==> config.mk <==
export PLATFORM = sky130hd
export DESIGN_NAME = sram_like_arbiter_flat
export DESIGN_NICKNAME = d
export VERILOG_FILES = /design/src/rtl/sram_like_arbiter_if.sv /design/src/rtl/sram_like_arbiter.sv /design/src/flat_wrapper.sv
export SDC_FILE = /design/constraint.sdc
export NUM_CORES = 1
export LEC_CHECK = 0
export CORE_AREA = 2 2 124 126
export CTS_BUF_LIST = sky130_fd_sc_hd__clkbuf_2
export DETAILED_ROUTE_END_ITERATION = 8
export DIE_AREA = 0 0 126 128
export GPL_TIMING_DRIVEN = 0
export SLEW_MARGIN = 20
export SYNTH_ARGS = -nofsm -noshare
export SYNTH_HDL_FRONTEND = slang
export SYNTH_SLANG_ARGS = --single-unit
export TNS_END_PERCENT = 20
==> constraint.sdc <==
create_clock -name clk -period 5.7 [get_ports clk]
set_clock_uncertainty 0.2 [all_clocks]
set_input_delay 0.57 -clock clk [delete_from_list [all_inputs] [get_ports clk]]
set_output_delay 0.57 -clock clk [all_outputs]
set_load 0.02 [all_outputs]
==> src/rtl/sram_like_arbiter_if.sv <==
// sram_like_arbiter_if
// One SRAM-like request/response channel.
//   req/wr/size/wstrb/addr/wdata : request bundle, driven by the master
//   addr_ok                      : request accepted, driven by the slave
//   data_ok/rdata                : response valid / read data, driven by the slave
// The arbiter is a slave on the instruction and data channels and a master on
// the shared memory channel.
interface sram_like_arbiter_if;
   logic        req;
   logic        wr;
   logic [1:0]  size;
   logic [3:0]  wstrb;
   logic [31:0] addr;
   logic [31:0] wdata;
   logic        addr_ok;
   logic        data_ok;
   logic [31:0] rdata;

   modport master (
      output req, wr, size, wstrb, addr, wdata,
      input  addr_ok, data_ok, rdata
   );

   modport slave (
      input  req, wr, size, wstrb, addr, wdata,
      output addr_ok, data_ok, rdata
   );
endinterface

==> src/rtl/sram_like_arbiter.sv <==
// sram_like_arbiter
// Merges the CPU instruction (ID 0) and data (ID 1) SRAM-like channels onto one
// memory channel. Grant is combinational with data priority, held by a lock
// while the memory stalls a request. Accepted IDs go into an in-order FIFO so
// responses are steered back to the requester that issued them.
//   clk         : clock
//   resetn      : asynchronous active-low reset
//   i_bus       : instruction channel (slave side)
//   d_bus       : data channel (slave side)
//   m_bus       : memory channel (master side)
//   outstanding : accepted-but-unanswered transaction count
//
// state        | meaning
// ST_UNLOCKED  | grant chosen freshly each cycle, data port wins ties
// ST_LOCKED    | a request is stalled on m_bus; r_lock_id stays granted
module sram_like_arbiter #(
   parameter int OUTSTANDING = 2
) (
   input  logic                  clk,
   input  logic                  resetn,
   sram_like_arbiter_if.slave    i_bus,
   sram_like_arbiter_if.slave    d_bus,
   sram_like_arbiter_if.master   m_bus,
   output logic [2:0]            outstanding
);

   localparam int          PTR_W    = $clog2(OUTSTANDING);
   localparam logic [2:0]  FULL_CNT = 3'(OUTSTANDING);

   if (OUTSTANDING != 2 && OUTSTANDING != 4) begin : g_bad_outstanding
      $error("sram_like_arbiter: OUTSTANDING must be 2 or 4");
   end

   typedef enum logic {
      ST_UNLOCKED = 1'b0,
      ST_LOCKED   = 1'b1
   } state_t;

   state_t                  r_state;
   state_t                  w_state_nxt;
   logic                    r_lock_id;
   logic                    w_lock_id_nxt;

   logic [OUTSTANDING-1:0]  r_fifo;
   logic [PTR_W-1:0]        r_wptr;
   logic [PTR_W-1:0]        r_rptr;
   logic [2:0]              r_count;

   logic                    w_grant;
   logic                    w_full;
   logic                    w_empty;
   logic                    w_m_req;
   logic                    w_push;
   logic                    w_pop;
   logic                    w_head_id;

   assign w_full    = (r_count == FULL_CNT);
   assign w_empty   = (r_count == 3'd0);
   assign w_head_id = r_fifo[r_rptr];
   assign w_push    = w_m_req & m_bus.addr_ok;
   // A response with nothing outstanding is a slave protocol error; drop it.
   assign w_pop     = m_bus.data_ok & ~w_empty;

   assign outstanding = r_count;

   always_ff @(posedge clk or negedge resetn) begin
      if (!resetn) begin
         r_state   <= ST_UNLOCKED;
         r_lock_id <= 1'b0;
      end else begin
         r_state   <= w_state_nxt;
         r_lock_id <= w_lock_id_nxt;
      end
   end

   always_comb begin
      w_state_nxt   = r_state;
      w_lock_id_nxt = r_lock_id;
      w_grant       = 1'b0;
      w_m_req       = 1'b0;

      if (r_state == ST_LOCKED) begin
         w_grant = r_lock_id;
      end else begin
         w_grant = d_bus.req;
      end

      w_m_req = (w_grant ? d_bus.req : i_bus.req) & ~w_full;

      case (r_state)
         ST_UNLOCKED: begin
            if (w_m_req && !m_bus.addr_ok) begin
               w_state_nxt   = ST_LOCKED;
               w_lock_id_nxt = w_grant;
            end
         end
         ST_LOCKED: begin
            if (w_m_req && m_bus.addr_ok) begin
               w_state_nxt = ST_UNLOCKED;
            end
         end
         default: begin
            w_state_nxt = ST_UNLOCKED;
         end
      endcase

      m_bus.req     = w_m_req;
      m_bus.wr      = w_grant ? d_bus.wr    : i_bus.wr;
      m_bus.size    = w_grant ? d_bus.size  : i_bus.size;
      m_bus.wstrb   = w_grant ? d_bus.wstrb : i_bus.wstrb;
      m_bus.addr    = w_grant ? d_bus.addr  : i_bus.addr;
      m_bus.wdata   = w_grant ? d_bus.wdata : i_bus.wdata;

      i_bus.addr_ok = m_bus.addr_ok & ~w_grant & w_m_req;
      d_bus.addr_ok = m_bus.addr_ok &  w_grant & w_m_req;

      i_bus.data_ok = w_pop & ~w_head_id;
      d_bus.data_ok = w_pop &  w_head_id;
      i_bus.rdata   = m_bus.rdata;
      d_bus.rdata   = m_bus.rdata;
   end

   // ID FIFO; depth is a power of two so pointers wrap naturally.
   always_ff @(posedge clk or negedge resetn) begin
      if (!resetn) begin
         r_fifo  <= '0;
         r_wptr  <= '0;
         r_rptr  <= '0;
         r_count <= 3'd0;
      end else begin
         if (w_push) begin
            r_fifo[r_wptr] <= w_grant;
            r_wptr         <= r_wptr + PTR_W'(1);
         end
         if (w_pop) begin
            r_rptr <= r_rptr + PTR_W'(1);
         end
         case ({w_push, w_pop})
            2'b10:   r_count <= r_count + 3'd1;
            2'b01:   r_count <= r_count - 3'd1;
            default: r_count <= r_count;
         endcase
      end
   end

endmodule

==> src/flat_wrapper.sv <==
// flat-port wrapper written by rule: the top's interface ports become plain ports
module sram_like_arbiter_flat 
#(
   parameter int OUTSTANDING = 2
)
  (clk, resetn, outstanding, i_bus_req, i_bus_wr, i_bus_size, i_bus_wstrb, i_bus_addr, i_bus_wdata, i_bus_addr_ok, i_bus_data_ok, i_bus_rdata, d_bus_req, d_bus_wr, d_bus_size, d_bus_wstrb, d_bus_addr, d_bus_wdata, d_bus_addr_ok, d_bus_data_ok, d_bus_rdata, m_bus_req, m_bus_wr, m_bus_size, m_bus_wstrb, m_bus_addr, m_bus_wdata, m_bus_addr_ok, m_bus_data_ok, m_bus_rdata);
  sram_like_arbiter_if i_bus_i ();
  sram_like_arbiter_if d_bus_i ();
  sram_like_arbiter_if m_bus_i ();
  input  logic clk;
  input  logic resetn;
  output logic [2:0] outstanding;
  input wire logic [$bits(i_bus_i.req)-1:0] i_bus_req;
  input wire logic [$bits(i_bus_i.wr)-1:0] i_bus_wr;
  input wire logic [$bits(i_bus_i.size)-1:0] i_bus_size;
  input wire logic [$bits(i_bus_i.wstrb)-1:0] i_bus_wstrb;
  input wire logic [$bits(i_bus_i.addr)-1:0] i_bus_addr;
  input wire logic [$bits(i_bus_i.wdata)-1:0] i_bus_wdata;
  output wire logic [$bits(i_bus_i.addr_ok)-1:0] i_bus_addr_ok;
  output wire logic [$bits(i_bus_i.data_ok)-1:0] i_bus_data_ok;
  output wire logic [$bits(i_bus_i.rdata)-1:0] i_bus_rdata;
  input wire logic [$bits(d_bus_i.req)-1:0] d_bus_req;
  input wire logic [$bits(d_bus_i.wr)-1:0] d_bus_wr;
  input wire logic [$bits(d_bus_i.size)-1:0] d_bus_size;
  input wire logic [$bits(d_bus_i.wstrb)-1:0] d_bus_wstrb;
  input wire logic [$bits(d_bus_i.addr)-1:0] d_bus_addr;
  input wire logic [$bits(d_bus_i.wdata)-1:0] d_bus_wdata;
  output wire logic [$bits(d_bus_i.addr_ok)-1:0] d_bus_addr_ok;
  output wire logic [$bits(d_bus_i.data_ok)-1:0] d_bus_data_ok;
  output wire logic [$bits(d_bus_i.rdata)-1:0] d_bus_rdata;
  output wire logic [$bits(m_bus_i.req)-1:0] m_bus_req;
  output wire logic [$bits(m_bus_i.wr)-1:0] m_bus_wr;
  output wire logic [$bits(m_bus_i.size)-1:0] m_bus_size;
  output wire logic [$bits(m_bus_i.wstrb)-1:0] m_bus_wstrb;
  output wire logic [$bits(m_bus_i.addr)-1:0] m_bus_addr;
  output wire logic [$bits(m_bus_i.wdata)-1:0] m_bus_wdata;
  input wire logic [$bits(m_bus_i.addr_ok)-1:0] m_bus_addr_ok;
  input wire logic [$bits(m_bus_i.data_ok)-1:0] m_bus_data_ok;
  input wire logic [$bits(m_bus_i.rdata)-1:0] m_bus_rdata;
  assign i_bus_i.req = i_bus_req;
  assign i_bus_i.wr = i_bus_wr;
  assign i_bus_i.size = i_bus_size;
  assign i_bus_i.wstrb = i_bus_wstrb;
  assign i_bus_i.addr = i_bus_addr;
  assign i_bus_i.wdata = i_bus_wdata;
  assign i_bus_addr_ok = i_bus_i.addr_ok;
  assign i_bus_data_ok = i_bus_i.data_ok;
  assign i_bus_rdata = i_bus_i.rdata;
  assign d_bus_i.req = d_bus_req;
  assign d_bus_i.wr = d_bus_wr;
  assign d_bus_i.size = d_bus_size;
  assign d_bus_i.wstrb = d_bus_wstrb;
  assign d_bus_i.addr = d_bus_addr;
  assign d_bus_i.wdata = d_bus_wdata;
  assign d_bus_addr_ok = d_bus_i.addr_ok;
  assign d_bus_data_ok = d_bus_i.data_ok;
  assign d_bus_rdata = d_bus_i.rdata;
  assign m_bus_req = m_bus_i.req;
  assign m_bus_wr = m_bus_i.wr;
  assign m_bus_size = m_bus_i.size;
  assign m_bus_wstrb = m_bus_i.wstrb;
  assign m_bus_addr = m_bus_i.addr;
  assign m_bus_wdata = m_bus_i.wdata;
  assign m_bus_i.addr_ok = m_bus_addr_ok;
  assign m_bus_i.data_ok = m_bus_data_ok;
  assign m_bus_i.rdata = m_bus_rdata;
  sram_like_arbiter #(.OUTSTANDING(OUTSTANDING)) u_core (.clk(clk), .resetn(resetn), .i_bus(i_bus_i), .d_bus(d_bus_i), .m_bus(m_bus_i), .outstanding(outstanding));
endmodule
# [Word-level counts from Yosys, hierarchy flattened]
# Cells that the tools add are included.
[classes] n_reduce_logical=7 n_lt_le_gt_ge=3 bitwise_logic=14 muxes=16 add_sub_neg=4 n_eq_ne=3
[ops] operator="$mux W32" n=2
[ops] operator="$and A1 B1 Y1" n=9
[ops] operator="$mux W1" n=8
[ops] operator="$pmux W3 S2" n=1
[ops] operator="$not A1 Y1" n=5
[ops] operator="$lt A1 B2 Y1 const B" n=2
[ops] operator="$mux W4" n=1
[ops] operator="$add A3 B1 Y3 const B" n=1
[ops] operator="$eq A3 B2 Y1 const B" n=1
[ops] operator="$logic_and A1 B1 Y1" n=3
[ops] operator="$logic_not A3 Y1" n=1
[ops] operator="$sub A3 B1 Y3 const B" n=1
[ops] operator="$add A1 B1 Y1 const B" n=2
[ops] operator="$bwmux W2" n=1
[ops] operator="$eq A2 B1 Y1 const B" n=1
[ops] operator="$eq A2 B2 Y1 const B" n=1
[ops] operator="$mux W2" n=1
[ops] operator="$pmux W1 S2" n=1
[ops] operator="$reduce_and A2 Y1" n=1
[ops] operator="$reduce_bool A2 Y1" n=1
[ops] operator="$demux W1 S1" n=1
[ops] operator="$ge A1 B1 Y1 const B" n=1
[ops] operator="$logic_not A1 Y1" n=1
[word_totals] regBits=9 input_bits=180 wordCells=53

# [Depth between registers and ports, before layout]
[depth] depth_word=6 ltp_mapped=10 ltp_nobuf=10

# [Worst setup path after synthesis]
# Ideal clock, no wire load.
[synth_timing] kind="register -> register" from="register u_core.r_count[1], in the netlist u_core.outstanding[1]" to="register u_core.r_count[2], in the netlist u_core.outstanding[2]" setup_time_ns=0.080 t_arrival_ns=2.108 path_stages_with_launch=11 slack_ns=3.312 required_ns=5.420 path_cell_list="dfrtp_1 inv_1 o32ai_2 nor3b_1 inv_1 ha_1 inv_1 fa_1 xor2_1 nor2_1 xor2_1"
[synth_between] elab_chain_cells=6 elab_cells_between_ends=13
[synth_lines] element="start: declaration" line="sram_like_arbiter.sv:47" rtl="logic [2:0] r_count;"
[synth_lines] element="start signal: assignment" line="sram_like_arbiter.sv:139" rtl="2'b10: r_count <= r_count + 3'd1;"
[synth_lines] element="start signal: assignment" line="sram_like_arbiter.sv:140" rtl="2'b01: r_count <= r_count - 3'd1;"
[synth_lines] element="start signal: assignment" line="sram_like_arbiter.sv:141" rtl="default: r_count <= r_count;"
[synth_lines] element="$eq A3 B2 Y1" line="sram_like_arbiter.sv:57" rtl="assign w_full = (r_count == FULL_CNT);"
[synth_lines] element="$not A1 Y1" line="sram_like_arbiter.sv:88" rtl="w_m_req = (w_grant ? d_bus.req : i_bus.req) & ~w_full;"
[synth_lines] element="$and A1 B1 Y1" line="sram_like_arbiter.sv:88"
[synth_lines] element="$and A1 B1 Y1" line="sram_like_arbiter.sv:60" rtl="assign w_push = w_m_req & m_bus.addr_ok;"
[synth_lines] element="$eq A2 B1 Y1 / $eq A2 B2 Y1 (equally long branches)" line="sram_like_arbiter.sv:138" rtl="case ({w_push, w_pop})"
[synth_lines] element="$pmux W3 S2 / $reduce_bool A2 Y1 (equally long branches)"
# Several ways; a longest one is shown, not always the timed one.
# A chain may end at the register's enable or synchronous reset.

# [Final worst setup path]
[layout_timing] from="input port d_bus_req" to="output port m_bus_addr[1]"
[layout_between] elab_chain_cells=2
[layout_lines] element="start: declaration" line="flat_wrapper.sv:22" rtl="input wire logic [$bits(d_bus_i.req)-1:0] d_bus_req;"
[layout_lines] element="$mux W1" line="sram_like_arbiter.sv:82" rtl="if (r_state == ST_LOCKED) begin"
[layout_lines] element="$mux W32" line="sram_like_arbiter.sv:111" rtl="m_bus.addr = w_grant ? d_bus.addr : i_bus.addr;"
[layout_lines] element="end: declaration" line="flat_wrapper.sv:35" rtl="output wire logic [$bits(m_bus_i.addr)-1:0] m_bus_addr;"
# Every way passes these cells.

==> flow_summary.json <==
{
  "status": "finished, final reports clean",
  "slowest_delay_ps": 550,
  "rr_startpoint": "u_core.outstanding[0]",
  "fin_util_pct": 33.8,
  "antenna_found_initial": 0,
  "fmax_mhz": 281,
  "cp.buffers_inverters": 4,
  "hold_depth": 1,
  "min_to": "u_core.r_rptr",
  "peakVddDrop_v": 0.000201,
  "initial_core_util_pct": 12.5,
  "arrival_ps": 2790,
  "wl_per_cell_um": 14.2,
  "drive_above_1_share_pct": 21.5,
  "antenna_cells": 0,
  "ys_ff_latch": 9,
  "die_x_um": 126,
  "worstSkewPairLatency_ps": 240,
  "portBuffers": 290,
  "post_cts_buffers": 0,
  "setup_viol": 0,
  "slowest_stage": "clkdlybuf4s50_1",
  "fp.dieArea_um2": 16100,
  "tritoncts": "done",
  "wl_mm": 9.54,
  "rr_worst_depth": 9,
  "hold_viol_final": 0,
  "critPathRequiredTime_ps": 4930,
  "grt_max_degree": 11,
  "rr_endpoint": "u_core.outstanding[2]",
  "die_h_um": 128,
  "critPathLaunch": "d_bus_req",
  "final_cell_mix": "290 x clkdlybuf4s50_1, 65 x buf_4, 46 x mux2_1, 26 x mux2_2, 9 x dfrtp_1",
  "routabilityCongestion": 0.791,
  "worstMarginPinSlew_ps": 562,
  "ys_types": 25,
  "place_hpwl_mm": 8.64,
  "cts_buffers": 3,
  "ys_warn_count": 0,
  "worst_path_most_repeated_cell": "clkdlybuf4s50_1",
  "fin_crit_sh_pct": 62.5,
  "layout_min_cycle_time_ps": 3560,
  "syn_to_final_growth_pct": 170,
  "grt_pass1_vias": 2572,
  "cts_root_buf": "clkbuf_2",
  "clock_path_buffers": 2,
  "drt.antenna.violating_nets": 0,
  "p_leak_uw": 0.00202,
  "critPathLaunchType": "input port",
  "initialDrtViolationCount": 14,
  "slew_violations": 0,
  "hold_buffers": 0,
  "layout_commonest_cell": "clkdlybuf4s50_1",
  "relSlewSlack_pct": 62.2,
  "drv_cap": 0,
  "cp_cell_sequence": "clkdlybuf4s50_1, mux2i_1, buf_4, buf_6, mux2_1, clkdlybuf4s50_1",
  "via_count": 2444,
  "critical_path_class": "input port to output pin",
  "path_max_fanout": 10,
  "grt_pass1_wl_mm": 13.6,
  "drc": 0,
  "cts.sinks": 9,
  "syn-cell-area_um2": 1860,
  "rsz0062_at_grt": "no",
  "num_io_pins": 323,
  "viasPerCell": 3.64,
  "netlist_instances": 190,
  "p_per_area_nw_per_um2": 285,
  "avgSynthCellArea_um2": 9.79,
  "drtPass1Iterations": 4,
  "dp_worst_setup_slack_ps": 2040,
  "core-area_um2": 14900,
  "yosysSeqAreaShare_pct": 12.1,
  "num_rows": 45,
  "hp-class": "flop to flop",
  "hold_start": "u_core.r_rptr",
  "end_kind": "output pin",
  "hold_slack_ps": 304,
  "path_clk_slew_ps": 90,
  "crit_family": "buffers and inverters",
  "tns_ps": 0,
  "finalWorstSetupSlack_ps": 2140,
  "layout.nets": 667,
  "overflow": 0,
  "grtUsageTotal_pct": 10.4,
  "post_cts_resize_count": 0,
  "syn_nets": 372,
  "ff2ff_setup_slack_ps": 3120,
  "cts.htree.levels": 1
}
-- synthesized netlist by cell type --
master    instances  area (um^2)
mux2_2           26          293
and2_1            1         6.26
nand2_1           2         7.51
nor2_1            3         11.3
nor3b_1           1         7.51
fa_1              1         20.0
nor4b_1           1         8.76
nor3_1            1         5.00
buf_6             5         56.3
buf_4            65          488
mux2_1           46          518
inv_1             7         26.3
buf_2             2         10.0
ha_1              1         12.5
o31ai_1           2         15.0
nor4_1            1         6.26
xnor2_1           2         17.5
o21ai_0           1         5.00
a21oi_2           1         8.76
dfrtp_1           9          225
o32ai_2           1         16.3
nor2b_1           2         12.5
nand2b_1          1         6.26
xor2_1            3         26.3
mux2i_1           5         50.1
-- per-stage QoR --
step / std cells / area, um^2 / power, uW
4_1_cts: 672 / 5020 / 1460
3_5_place_dp: 668 / 5000 / 1410
6_report: 672 / 5020 / 1430
5_1_grt: 672 / 5020 / 1520
2_1_floorplan: 190 / 1860 / 837
3_3_place_gp: 668 / 5000 / 1400
-- worst max-delay path by stage --
stage | cells past startpoint | to
after floorplan | 10 | u_core.outstanding[2]
after global placement | 6 | m_bus_addr[1]
after detailed placement | 6 | m_bus_addr[1]
after CTS | 6 | m_bus_wstrb[2]
after global routing | 6 | m_bus_wstrb[2]
final | 6 | m_bus_addr[1]
-- kinds of logic after synthesis --
group	Yosys count	share of synthesized area, %
AO/OA/AOI/OAI	5	2.42
flip-flops	9	12.1
AND/OR/NAND/NOR	13	3.84
buffers and inverters	79	31.2
multiplexers	77	46.3
adder cells (fa/ha/maj)	2	1.75
XOR/XNOR	5	2.36
-- area by class of cell --
| cell class | instances | area (um^2) |
|---|---|---|
| well taps | 188 | 235 |
| plain buffers | 72 | 554 |
| inverters | 7 | 26.3 |
| repair buffers | 290 | 2900 |
| flip-flops and latches | 9 | 225 |
| fillers | 1549 | 9850 |
| clock buffers | 4 | 20.0 |
| multi-input cells | 102 | 1050 |
-- where the power goes --
group	switching (uW)	internal [uW]	leakage, uW	total [uW]
Sequential	34.5	98.6	0.000105	133
Combinational	575	683	0.00189	1260
Clock	21.5	18.7	0.0000166	40.2
-- layer usage --
metal | vias to the layer above | global-route usage [%] | share of wire (%)
met5 | - | 0 | 0
met4 | 0 | 0.840 | 0.20
met3 | 2 | 2.21 | 7.9
met2 | 143 | 22.6 | 59
met1 | 1125 | 10.2 | 33
li1 | 1174 | - | -
(Power assumes the default switching activity.)
